[src/rtl/fetch_instruction_queue.sv]
// Fetch-to-decode instruction queue with slot reservation for in-flight fetches.
// Entries appear one cycle after push; flush and rst drop everything queued.
module fetch_instruction_queue #(
    parameter int DEPTH = 4,
    parameter int ID_W  = 3
) (
    input  logic            clk,
    input  logic            rst,
    input  logic            flush,
    input  logic            reserve,
    output logic            space_available,
    input  logic            push,
    input  logic [ID_W-1:0] push_id,
    input  logic [31:0]     push_pc,
    input  logic [31:0]     push_instruction,
    input  logic            push_ok,
    output logic            out_valid,
    output logic [ID_W-1:0] out_id,
    output logic [31:0]     out_pc,
    output logic [31:0]     out_instruction,
    output logic            out_ok,
    input  logic            pop
);

    localparam int PW = $clog2(DEPTH);
    localparam int CW = PW + 1;

    localparam logic [PW-1:0] P_ONE   = PW'(1);
    localparam logic [CW-1:0] C_ONE   = CW'(1);
    localparam logic [CW:0]   DEPTH_T = (CW+1)'(DEPTH);
    localparam logic [CW-1:0] FULL    = CW'(DEPTH);

    typedef struct packed {
        logic [ID_W-1:0] id;
        logic [31:0]     pc;
        logic [31:0]     instruction;
        logic            ok;
    } entry_t;

    entry_t mem [DEPTH];

    logic [PW-1:0] rd_ptr;
    logic [PW-1:0] wr_ptr;
    logic [CW-1:0] occupied;
    logic [CW-1:0] outstanding;
    logic [CW:0]   claimed;
    logic          pop_eff;
    entry_t        head;

    assign claimed         = {1'b0, occupied} + {1'b0, outstanding};
    assign space_available = claimed < DEPTH_T;
    assign out_valid       = occupied != '0;
    assign pop_eff         = pop && out_valid;

    assign head            = mem[rd_ptr];
    assign out_id          = head.id;
    assign out_pc          = head.pc;
    assign out_instruction = head.instruction;
    assign out_ok          = head.ok;

    always_ff @(posedge clk) begin
        if (rst || flush) begin
            rd_ptr      <= '0;
            wr_ptr      <= '0;
            occupied    <= '0;
            outstanding <= '0;
        end else begin
            if (push) begin
                wr_ptr <= wr_ptr + P_ONE;
            end
            if (pop_eff) begin
                rd_ptr <= rd_ptr + P_ONE;
            end
            case ({push, pop_eff})
                2'b10:   occupied <= occupied + C_ONE;
                2'b01:   occupied <= occupied - C_ONE;
                default: occupied <= occupied;
            endcase
            case ({reserve, push})
                2'b10:   outstanding <= outstanding + C_ONE;
                2'b01:   outstanding <= outstanding - C_ONE;
                default: outstanding <= outstanding;
            endcase
        end
    end

    // Data storage carries no reset; occupancy alone decides validity.
    always_ff @(posedge clk) begin
        if (push && !rst && !flush) begin
            mem[wr_ptr] <= '{
                id:          push_id,
                pc:          push_pc,
                instruction: push_instruction,
                ok:          push_ok
            };
        end
    end

`ifndef SYNTHESIS
    a_push_unclaimed: assert property (
        @(posedge clk) disable iff (rst || flush)
        !(push && outstanding == '0));

    a_reserve_full: assert property (
        @(posedge clk) disable iff (rst || flush)
        !(reserve && !space_available));

    a_push_overflow: assert property (
        @(posedge clk) disable iff (rst || flush)
        !(push && occupied == FULL));
`endif

endmodule

[config.mk]
export PLATFORM = sky130hd
export DESIGN_NAME = fetch_instruction_queue
export DESIGN_NICKNAME = d
export VERILOG_FILES = /design/src/rtl/fetch_instruction_queue.sv
export SDC_FILE = /design/constraint.sdc
export NUM_CORES = 1
export LEC_CHECK = 0
export ABC_AREA = 1
export ABC_CLOCK_PERIOD_IN_PS = 4200
export CORE_AREA = 10 10 220 180
export DETAILED_ROUTE_END_ITERATION = 12
export DIE_AREA = 0 0 230 190
export GPL_TIMING_DRIVEN = 0
export SLEW_MARGIN = 20
export SYNTH_ARGS = -nofsm -noshare
export SYNTH_HDL_FRONTEND = slang
export SYNTH_SLANG_ARGS = --single-unit
[constraint.sdc]
create_clock -name clk -period 4.2 [get_ports clk]
set_input_delay 0.84 -clock clk [delete_from_list [all_inputs] [get_ports clk]]
set_output_delay 0.84 -clock clk [all_outputs]
set_load 0.01 [all_outputs]
==> results.txt, run 1 <==
Status: finished clean
Initial antenna violation count: 1
NumNets Final: 1024
WP data required: 3360 ps
Flops & latches, synth: 284
GRT overflow: 0
Post-CTS setup buffer count: 0
Routed vias: 6649
Synth Cell Area: 0.0107 mm2
Top FF cell, synth: edfxtp_1
Fraction of layout cells with a size suffix above 1: 9.66%
Share of the yosys chip area belonging to registers: 78.3%
Crit-path max FO: 10
Crit path arrival time: 2710 ps
Resized Gates After CTS: 0
CTS Hold Bufs: 0
Startpoint Class: flop
Post-synth EDFFs: 272
Final hold vios: 0
Slew headroom: 50.2%
Setup CP Type: flop to primary output
Die area: 0.0437 mm2
Syn Nets: 837
Final Cycle Share: 84.5%
Global-route wire length before repair: 42200 um
# Max-Cap Violations: 0
Num rows: 62
Antenna-violating nets left: 0
Synthesized area per cell: 14.3 um2
P per Cell Area: 426 mW/mm2
Synth top area share: 76.1%
Yosys top cell by area: edfxtp_1
Die Y: 190 um
Post-synth ARST share: 0%
WHS: 481 ps
Final slew viol count: 0
Top cells by count, synth: 272 x edfxtp_1, 150 x nor2_1, 137 x o21ai_0
Crit path cell chain: inv_2 > clkbuf_1 > o21ai_0 > o22ai_1 > clkdlybuf4s50_1
Clock tree sinks: 284
Final GP Congestion: 0.711
Worst Hold Class: flop to flop
Slew @ Worst Pin: 745 ps
Setup TNS: 0 ps
Post-Route WL: 27600 um
RSZ-0062 raised after global routing: false
Vias per Instance: 4.61
Worst Setup End Kind: primary output
Area of the core: 0.0354 mm2
Largest cells by area after synthesis: edfxtp_1 76%, o21ai_0 6.4%, nor2_1 5.2%
# H-tree levels: 1
Setup WS post-layout: 651 ps
# diodes: 0
GR Util All Layers: 12.4%
Count of TritonRoute iterations in the first routing pass: 5
Clock Skew: 7.48 ps
Port Buffers: 143
Fin crit period: 3550 ps
Fmax: 282 MHz
HPWL Detailed: 18100 um
CTS root buffer: clkbuf_16
Largest net degree at the start of global routing: 24
Die width: 230 um
Setup Viol. Count Final: 0
Crit-path max cell delay: 610 ps
Netlist cell types: 19
Worst skew pair latency: 560 ps
Area grow syn2layout: 30.4%
Vias in the first global route: 7066
Top-count cell post-synth: edfxtp_1
Drt wl/cell: 19.1 um
Starting density of the core: 30.4%
Yosys warns: 0
CTS Buffer Depth: 3
IO Pins: 144
Mapped Cells: 753
Worst path slowest cell: clkdlybuf4s50_1
CTS tree: yes
Final Core Density: 39.6%
Total CTS buffers: 30
DR iter-0 viols: 457
Worst IR Drop VDD: 296 uV
P_leak: 4.67 nW
Drt drc: 0
Dpl ws: 1130 ps
Reg clk slew, reported paths: 60 ps
per-stage QoR:
stage	total power, W	std cells	instance area (um2)
finish	0.00596	1443	14000
global route	0.00619	1443	14000
CTS	0.00605	1443	14000
detailed placement	0.00355	1388	13100
global placement	0.00355	1376	12800
floorplan	0.00333	753	10700
cells by family (layout without fill, tap and decap cells):
family | after synthesis | count (layout) | share of synthesized area [%]
compound gates | 217 | 217 | 10.9
buf+inv | 70 | 280 | 3.40
simple gates | 172 | 172 | 6.08
fa+ha+maj | 10 | 10 | 1.31
flops | 284 | 284 | 78.3
power breakdown:
group	switching, W	internal (W)
Clock	0.00106	0.00141
Sequential	0.00000923	0.00314
Combinational	0.000178	0.000165
Total	0.00125	0.00471
flip-flops by register name, indices dropped and copies added (netlist names), named ones only:
register and flops:
wr_ptr 2, outstanding 3, mem 272, occupied 3, rd_ptr 2
layout make-up:
type                            instances  area (um2)
Buffer                                 44         263
Clock buffer                           37         798
Clock inverter                         18         121
Fill cell                            3371       21400
Inverter                               26         103
Multi-Input combinational cell        399        1990
Sequential cell                       284        8410
Tap cell                              480         601
Timing Repair Buffer                  155        1710
final timing paths:
kind	startpoint	endpoint	slack (ps)	cells after the start
min reg2reg	outstanding[0]	outstanding[0]	480	1
max	flop	out_instruction[15]	650	5
min	outstanding[0]	outstanding[0]	480	1
max reg2reg	wr_ptr[0]	mem[2][35]	2260	6
worst max-delay path, delay by kind of cell (launching register included):
| family | cells | cell delay (ps) |
|---|---|---|
| AO/OA/AOI/OAI | 2 | 460 |
| flip-flops | 1 | 420 |
| buffers and inverters | 3 | 1270 |
placed cells by master, fill, tap and decap left out, types with 7 or more instances in the layout:
| cell | instances |
|---|---|
| a21oi_1 | 7 |
| buf_12 | 7 |
| buf_2 | 15 |
| buf_6 | 9 |
| clkbuf_1 | 17 |
| clkbuf_16 | 31 |
| clkbuf_2 | 9 |
| clkdlybuf4s50_1 | 143 |
| clkinv_1 | 7 |
| dfxtp_1 | 12 |
| edfxtp_1 | 272 |
| ha_1 | 8 |
| inv_1 | 24 |
| nand2_1 | 17 |
| nor2_1 | 146 |
| o21ai_0 | 137 |
| o22ai_1 | 68 |
routing by layer:
layer	vias to the layer above	share of wire [%]	track usage (%)
met5	-	0.047	0
met4	2	2.2	3.16
met3	39	5.9	3.38
met2	178	46	20.3
met1	3257	45	16.0
li1	3173	-	-
Power figures use the tool's default switching activity.
==> run 2: changes to the inputs <==
- ABC_CLOCK_PERIOD_IN_PS: 4200 -> 3350
- clock period: 4.2 -> 3.35 ns (I/O delays scaled with it)
==> run 2 against run 1 <==
  * Clock power is 25% higher
  * Sequential cell count stayed put
  * Global-route usage stayed put
  * Clock skew hardly changed
==> results.txt, run 2 (synthesized netlist as in run 1, its figures left out) <==
Final GP Congestion: 0.711
Seq pwr share: 52.8%
Final Cycle Share: 95.6%
P_leak: 4.70 nW
Crit path arrival time: 2530 ps
GR Util All Layers: 12.4%
HPWL Detailed: 18100 um
Fraction of layout cells with a size suffix above 1: 10.7%
Clock power share: 41.4%
Starting density of the core: 30.4%
Setup TNS: 0 ps
Worst Setup End Kind: primary output
DP Area: 0.0131 mm2
Area of the core: 0.0354 mm2
Vias per Instance: 4.59
Crit path cell chain: buf_6 > inv_6 > buf_6 > buf_6 > nor2_1 > o22ai_1 > clkdlybuf4s50_1
Count of TritonRoute iterations in the first routing pass: 4
Routed vias: 6619
Setup Viol. Count Final: 0
Final Cell Area: 0.0140 mm2
Clock tree sinks: 284
Bufs and invs on worst path: 5
# H-tree levels: 1
Final slew viol count: 0
Crit-path max FO: 10
Drt wl/cell: 19.2 um
Internal Power: 0.00590 W
Slew @ Worst Pin: 751 ps
Num rows: 62
Sw Share: 20.9%
Die Y: 190 um
Startpoint Class: flop
Vias in the first global route: 7068
WP data required: 2680 ps
Worst IR Drop VDD: 371 uV
Final Core Density: 39.6%
Initial antenna violation count: 1
CTS Buffer Depth: 3
Fmax: 312 MHz
Slew headroom: 49.8%
CTS root buffer: clkbuf_16
Reg clk slew, reported paths: 60 ps
Die area: 0.0437 mm2
Die width: 230 um
Comb pwr share: 5.8%
Fin crit period: 3200 ps
Most Frequent Cell on Critical Path: buf_6
CTS Hold Bufs: 0
P per Cell Area: 533 mW/mm2
Worst path slowest cell: clkdlybuf4s50_1
GRT overflow: 0
Worst Hold Class: flop to flop
IO Pins: 144
Drt drc: 0
RSZ-0062 raised after global routing: false
Global-route wire length before repair: 42200 um
Worst skew pair latency: 560 ps
Crit-path max cell delay: 610 ps
CTS tree: yes
Commonest non-fill, non-tap cell in the layout: edfxtp_1
Largest registers: mem (272), occupied (3), outstanding (3)
Final hold vios: 0
Total CTS buffers: 30
# diodes: 0
Post-CTS setup buffer count: 0
Delay-heaviest family, CP: buffers and inverters
Setup CP Type: flop to primary output
Commonest cells after routing, fill and taps aside: 272 x edfxtp_1, 146 x nor2_1, 143 x clkdlybuf4s50_1
DR iter-0 viols: 471
# Max-Cap Violations: 0
Area grow syn2layout: 30.5%
Largest net degree at the start of global routing: 24
Antenna-violating nets left: 0
Status: finished clean
NumNets Final: 1024
Clock Skew: 7.14 ps
Switching pwr: 0.00156 W
Max reg flops: 272
Port Buffers: 143
Post-Route WL: 27600 um
Biggest register: mem
## run 2: cell count changes in the layout (fill, tap and decap cells not counted)
cell / change
buf_2: -1
dfxtp_2: +1
dfxtp_1: -1
inv_2: -1
clkbuf_1: -9
clkbuf_2: +9
clkbuf_4: +1
inv_4: +1
## run 2: worst paths after layout
kind,startpoint,to,slack (ps),depth (start not counted)
min reg2reg,outstanding[0],outstanding[0],480,1
max,flop,out_instruction[15],150,7
min,outstanding[0],outstanding[0],480,1
max reg2reg,wr_ptr[0],mem[2][35],1420,6
## run 2: power groups by stage
stage / combinational [W] / sequential, W / clock, W
6_report: 0.000431 / 0.00395 / 0.00309
5_1_grt: 0.000472 / 0.00395 / 0.00335
4_1_cts: 0.000439 / 0.00394 / 0.00320
3_5_place_dp: 0.000436 / 0.00402 / 0
3_3_place_gp: 0.000417 / 0.00403 / 0
2_1_floorplan: 0.000150 / 0.00402 / 0
## run 2: metal layers
| metal | GRT usage, % | up-vias | routed length, um |
|---|---|---|---|
| met5 | 0 | - | 13 |
| met4 | 3.16 | 2 | 617 |
| met3 | 3.38 | 39 | 1610 |
| met2 | 20.3 | 173 | 12800 |
| met1 | 16.0 | 3233 | 12600 |
| li1 | - | 3172 | - |
## run 2: worst reg2reg max path, cell delays in order, from the launching register on
cell     delay (ps)
dfxtp_1         330
inv_1           120
ha_1            160
inv_1            60
nor2_4          500
buf_12          270
buf_16          200
## run 2: final cells by class
class | count | area, um2
plain buffers | 44 | 277
clock buffers | 37 | 798
clock inverters | 18 | 121
fillers | 3364 | 21400
inverters | 26 | 105
multi-input cells | 399 | 1990
flip-flops and latches | 284 | 8410
well taps | 480 | 601
repair buffers | 155 | 1710
## run 2: metrics by stage
step | worst slack (ps) | power, W | hold WS [ps] | instances
4_1_cts | 3.22 | 0.00758 | 483 | 1443
3_3_place_gp | -3970 | 0.00444 | 467 | 1376
3_5_place_dp | 451 | 0.00446 | 474 | 1388
6_report | 149 | 0.00747 | 481 | 1443
5_1_grt | 8.39 | 0.00776 | 523 | 1443
2_1_floorplan | -876 | 0.00417 | 443 | 753
## run 2: repair_timing
action,in CTS,in global routing
pin swaps,0,0
resized for setup,6,9
setup endpoints to repair,15,23
==> run 3: changes to the inputs <==
--- a/config.mk
+++ b/config.mk
@@ -9,2 +9,3 @@
 export ABC_CLOCK_PERIOD_IN_PS = 3350
+export CAP_MARGIN = 0
 export CORE_AREA = 10 10 220 180
@@ -17 +18,2 @@
 export SYNTH_SLANG_ARGS = --single-unit
+export TNS_END_PERCENT = 10
==> constraint.sdc (replaced) <==
create_clock -name clk -period 3.35 [get_ports clk]
set_input_delay 0.5025 -clock clk [delete_from_list [all_inputs] [get_ports clk]]
set_output_delay 0.5025 -clock clk [all_outputs]
set_load 0.01 [all_outputs]
==> run 3 against run 2 <==
  * Die area did not move
  * Wire length fell by 0.15%
  * First-iteration DRC count fell by 3.0%
  * Non-clock buffer count did not move
  * Via count rose by 0.50%
  * Worst hold slack barely moved
  * Largest power group unchanged
==> results.txt, run 3 (synthesized netlist as in run 1, its figures left out) <==
Total power: 0.00747 W
Starting density of the core: 30.4%
Sw Share: 21.0%
Reg area: 0.00841 mm2
HPWL Detailed: 18100 um
GR Layer Usage met1: 16.0%
Drt wl/cell: 19.1 um
RSZ-0062 raised after global routing: false
Crit-path max FO: 10
GR Layer Usage met2: 20.3%
Area grow syn2layout: 30.4%
Fmax: 320 MHz
Post-Route WL: 27600 um
Switching pwr: 0.00157 W
GR peak layer: met2
Post-CTS setup buffer count: 0
Port Buffers: 143
Die width: 230 um
NumNets Final: 1024
Clock Skew: 7.48 ps
Max reg flops: 272
P per Cell Area: 534 mW/mm2
Slew headroom: 50.2%
CTS tree: yes
Largest registers: mem (272), occupied (3), outstanding (3)
CTS root buffer: clkbuf_16
Internal Power: 0.00590 W
Status: finished clean
WP data required: 2850 ps
Comb pwr share: 5.8%
Crit path arrival time: 2620 ps
Worst path slowest cell: clkdlybuf4s50_1
Total CTS buffers: 30
Final hold vios: 0
Vias in the first global route: 7066
Clock power share: 41.4%
Final GP Congestion: 0.711
Vias per Instance: 4.61
Setup CP Type: flop to primary output
Final Cycle Share: 93.3%
DR iter-0 viols: 457
Worst IR Drop VDD: 371 uV
Num rows: 62
Worst Setup End Kind: primary output
Die Y: 190 um
Commonest cells after routing, fill and taps aside: 272 x edfxtp_1, 146 x nor2_1, 143 x clkdlybuf4s50_1
# diodes: 0
Die area: 0.0437 mm2
Final slew viol count: 0
Commonest non-fill, non-tap cell in the layout: edfxtp_1
Drt drc: 0
# H-tree levels: 1
Largest net degree at the start of global routing: 24
IO Pins: 144
Routed vias: 6652
Count of TritonRoute iterations in the first routing pass: 5
Seq pwr share: 52.8%
# Max-Cap Violations: 0
Clock tree sinks: 284
Setup Viol. Count Final: 0
P_leak: 4.67 nW
FILL cells: 3370
Reg clk slew, reported paths: 60 ps
Startpoint Class: flop
CTS Buffer Depth: 3
Area of the core: 0.0354 mm2
GRT overflow: 0
Antenna-violating nets left: 0
Initial antenna violation count: 1
WHS: 481 ps
GR Util All Layers: 12.4%
Worst skew pair latency: 560 ps
Crit-path max cell delay: 610 ps
Final Core Density: 39.6%
Fraction of layout cells with a size suffix above 1: 9.76%
Area of the multi-input gates: 0.00199 mm2
Global-route wire length before repair: 42200 um
Crit path cell chain: inv_2 > clkbuf_1 > o21ai_0 > o22ai_1 > clkdlybuf4s50_1
Fin crit period: 3120 ps
Biggest register: mem
Slew @ Worst Pin: 745 ps
M3 GR Usage: 3.38%
Worst Hold Class: flop to flop
-- run 3: cell type report --
cell class | instances | share of cell area, %
clock inverter | 18 | 0.867
inverter | 26 | 0.733
clock buffer | 37 | 5.70
sequential | 284 | 60.1
tap | 480 | 4.29
multi-input combinational | 399 | 14.2
buffer | 44 | 1.89
timing repair buffer | 155 | 12.2
-- run 3: what timing repair did --
action,in CTS,in global routing
resized for setup,0,2
hold buffers,0,0
endpoints found under the setup margin,0,3
hold endpoints to repair,0,0
-- run 3: path summary, 6_finish.rpt --
kind | startpoint | end | slack (ps) | cells past startpoint
worst max register to register | wr_ptr[0] | mem[2][35] | 1410 | 6
worst min register to register | outstanding[0] | outstanding[0] | 480 | 1
worst max-delay path | flop | out_instruction[7] | 230 | 5
worst min-delay path | outstanding[0] | outstanding[0] | 480 | 1
-- run 3: critical path, delay by kind of cell (launching register included) --
family	cells	cell delay, ps
buffers and inverters	3	1200
DFF	1	420
AOI/OAI and AO/OA	2	440
-- run 3: metrics by stage --
stage	instance area [um2]	setup WS (ps)	setup TNS, ps	cells
final	14000	226	0	1443
after global routing	14000	15.4	0	1443
after CTS	14000	1.72	0	1443
after detailed placement	13100	618	0	1388
after global placement	12800	-3800	-1009380	1376
after floorplan	10700	-708	-192670	753
-- run 3: power by group through the flow --
stage | logic, W | clock network, W | registers (W)
after detailed placement | 0.000436 | 0 | 0.00402
after global routing | 0.000472 | 0.00335 | 0.00395
after CTS | 0.000439 | 0.00320 | 0.00394
final | 0.000430 | 0.00309 | 0.00395
after global placement | 0.000417 | 0 | 0.00403
after floorplan | 0.000150 | 0 | 0.00402
-- run 3: layer usage --
metal	vias up	wire, um
li1	3173	-
met1	3254	12500
met2	184	12800
met3	39	1700
met4	2	617
met5	-	13
==> RTL edit (config.mk and constraints of run 1) <==
`DEPTH`: 4 -> 2.
--- a/src/rtl/fetch_instruction_queue.sv
+++ b/src/rtl/fetch_instruction_queue.sv
@@ -2,5 +2,5 @@
 // Entries appear one cycle after push; flush and rst drop everything queued.
 module fetch_instruction_queue #(
-    parameter int DEPTH = 4,
+    parameter int DEPTH = 2,
     parameter int ID_W  = 3
 ) (
Function: changed (Yosys sat finds a counterexample within 4 cycles, from zero or initial values).
==> RTL edit against run 1 <==
- synthesized area shrank 50%
- cell area shrank 42%
- critical endpoint is now out_id[1]
- setup slack better by 0.57 ns
- critical path depth down 1
- wire length fell by 52%
- die area unchanged
- sequential share of layout area down 8.5 points
- register-to-register slack better by 0.15 ns
- power decreased by 43%
- sequential cell count fell by 141
- cell count shrank 35%
- combinational power down 34%
==> RTL edit: results (changes against run 1) <==
share of cells above drive strength 1=0.260 (was 0.0966); met3 global-route usage=0.0417 (was 0.0338); Via density=3.12 (was 4.61); FF-to-FF path depth=5 (was 6); CP delay by family, top=buffers and inverters (unchanged); Top FF cell, synth=edfxtp_1 (unchanged); Hold Path Stages=2 (was 1); drt pass-1 iters=4 (was 5); vias in the first global route=3,242 (was 7,066); crit path DAT=2.14 ns (was 2.71 ns); Slowest Stage Delay on Critical Path=0.51 ns (was 0.61 ns); Yosys warnings=0 (unchanged); htree depth=4 (was 1); largest net degree at the start of global routing=24 (unchanged); busiest metal layer after global routing=met2 (unchanged); port buffer count=143 (unchanged); DP HPWL=9.45 mm (was 18.1 mm); Synth area leaders=edfxtp_1 (76%), mux2_2 (10%), mux2_4 (5.6%) (was edfxtp_1 (76%), o21ai_0 (6.4%), nor2_1 (5.2%)); Clock transition at path regs=0.06 ns (about the same); status=finished clean (unchanged); routing usage on met2=0.0922 (was 0.203); Top Layer Used=met4 (was met5); met1 GRT Util=0.0688 (was 0.160); Async SR Flop Fraction=0 (unchanged); pre-CTS WS=0.951 ns (was 1.13 ns); leakage=2.71 nW (was 4.67 nW); initial antenna violation count=0 (was 1); Longest Clk Path Bufs=2 (was 3); CTS root buf=clkbuf_16 (unchanged); Clock Latency Late Sink=0.43 ns (was 0.56 ns); CTS resizes=0 (unchanged); CTS Buf Count=17 (was 30); initial DRC count=119 (was 457); crit path max-delay cell type=clkdlybuf4s50_1 (unchanged); Worst Hold Class=reg2reg (unchanged); Met3 Wirelength=1.44 mm (was 1.64 mm); Met1 Wirelength=5.70 mm (was 12.5 mm); first-pass GRT wire length=19.7 mm (was 42.2 mm); Clock Skews=0.00579 ns (was 0.00748 ns); Max IR drop VDD=0.000273 V (was 0.000296 V); Critical Path Fanout Max=10 (unchanged); layout net count=521 (was 1,024); Post-CTS Repair Setup Buffers=0 (unchanged); register area share after synthesis=0.784 (was 0.783); Placer Congestion=0.669 (was 0.711); synth unique cells=16 (was 19); Post-synth EDFFs=136 (was 272); biggest regs=mem x136, occupied x2, outstanding x2 (was mem x272, occupied x3, outstanding x3); top cells by count, synth=edfxtp_1 (136), mux2_2 (48), mux2_4 (20) (was edfxtp_1 (272), nor2_1 (150), o21ai_0 (137)); WL final=13.2 mm (was 27.6 mm); Mapped Nets=350 (was 837); Least-Margin Pin Slew=0.494 ns (was 0.745 ns); DR WL met2=5.84 mm (was 12.8 mm); Total GRT Usage=0.0619 (was 0.124)
-- RTL edit: cell count changes after synthesis, sizes merged, moves of 5 or more --
cell	before	now
o21ai	142	3
nor2	150	13
edfxtp	272	136
mux2	0	68
o22ai	68	0
clkbuf	20	0
buf	24	8
inv	26	15
ha	8	2
dfxtp	12	7
-- RTL edit: logic make-up (layout without fill, tap and decap cells) --
family | Yosys count | after routing | synth area share
other | 0 | 1 | 0
flip-flops | 143 | 143 | 0.784
adder cells (fa/ha/maj) | 3 | 3 | 0.00836
buffers and inverters | 23 | 207 | 0.0239
AO/OA/AOI/OAI | 6 | 6 | 0.00557
multiplexers | 68 | 68 | 0.156
AND/OR/NAND/NOR | 30 | 30 | 0.0221
-- RTL edit: worst paths after layout --
| check | startpoint | end | slack, ns |
|---|---|---|---|
| setup / recovery | flop | out_id[1] | 1.22 |
| hold / removal | wr_ptr | wr_ptr | 0.47 |
| setup reg to reg | wr_ptr | mem[1][51] | 2.41 |
| hold reg to reg | wr_ptr | wr_ptr | 0.47 |
-- RTL edit: through the flow --
stage | instance area [um2] | instances | hold WS, ns | total power, mW
after CTS | 8190 | 937 | 0.472 | 3.46
after global routing | 8190 | 937 | 0.498 | 3.53
after global placement | 7430 | 896 | 0.453 | 1.85
final | 8190 | 938 | 0.469 | 3.38
after floorplan | 5400 | 273 | 0.445 | 1.71
after detailed placement | 7580 | 905 | 0.462 | 1.86
-- RTL edit: layout make-up --
type                    count  area [um2]
inverters                  15        56.3
plain buffers               8        72.6
multi-input cells         107        1050
well taps                 480         601
repair buffers            152        1580
clock inverters            15         175
flip-flops and latches    143        4220
clock buffers              17         425
fillers                  3737       27200
diodes                      1        2.50
-- RTL edit: power breakdown --
group / internal [mW] / switching (mW)
clock: 0.895 / 0.656
combinational: 0.140 / 0.0870
sequential: 1.59 / 0.00666
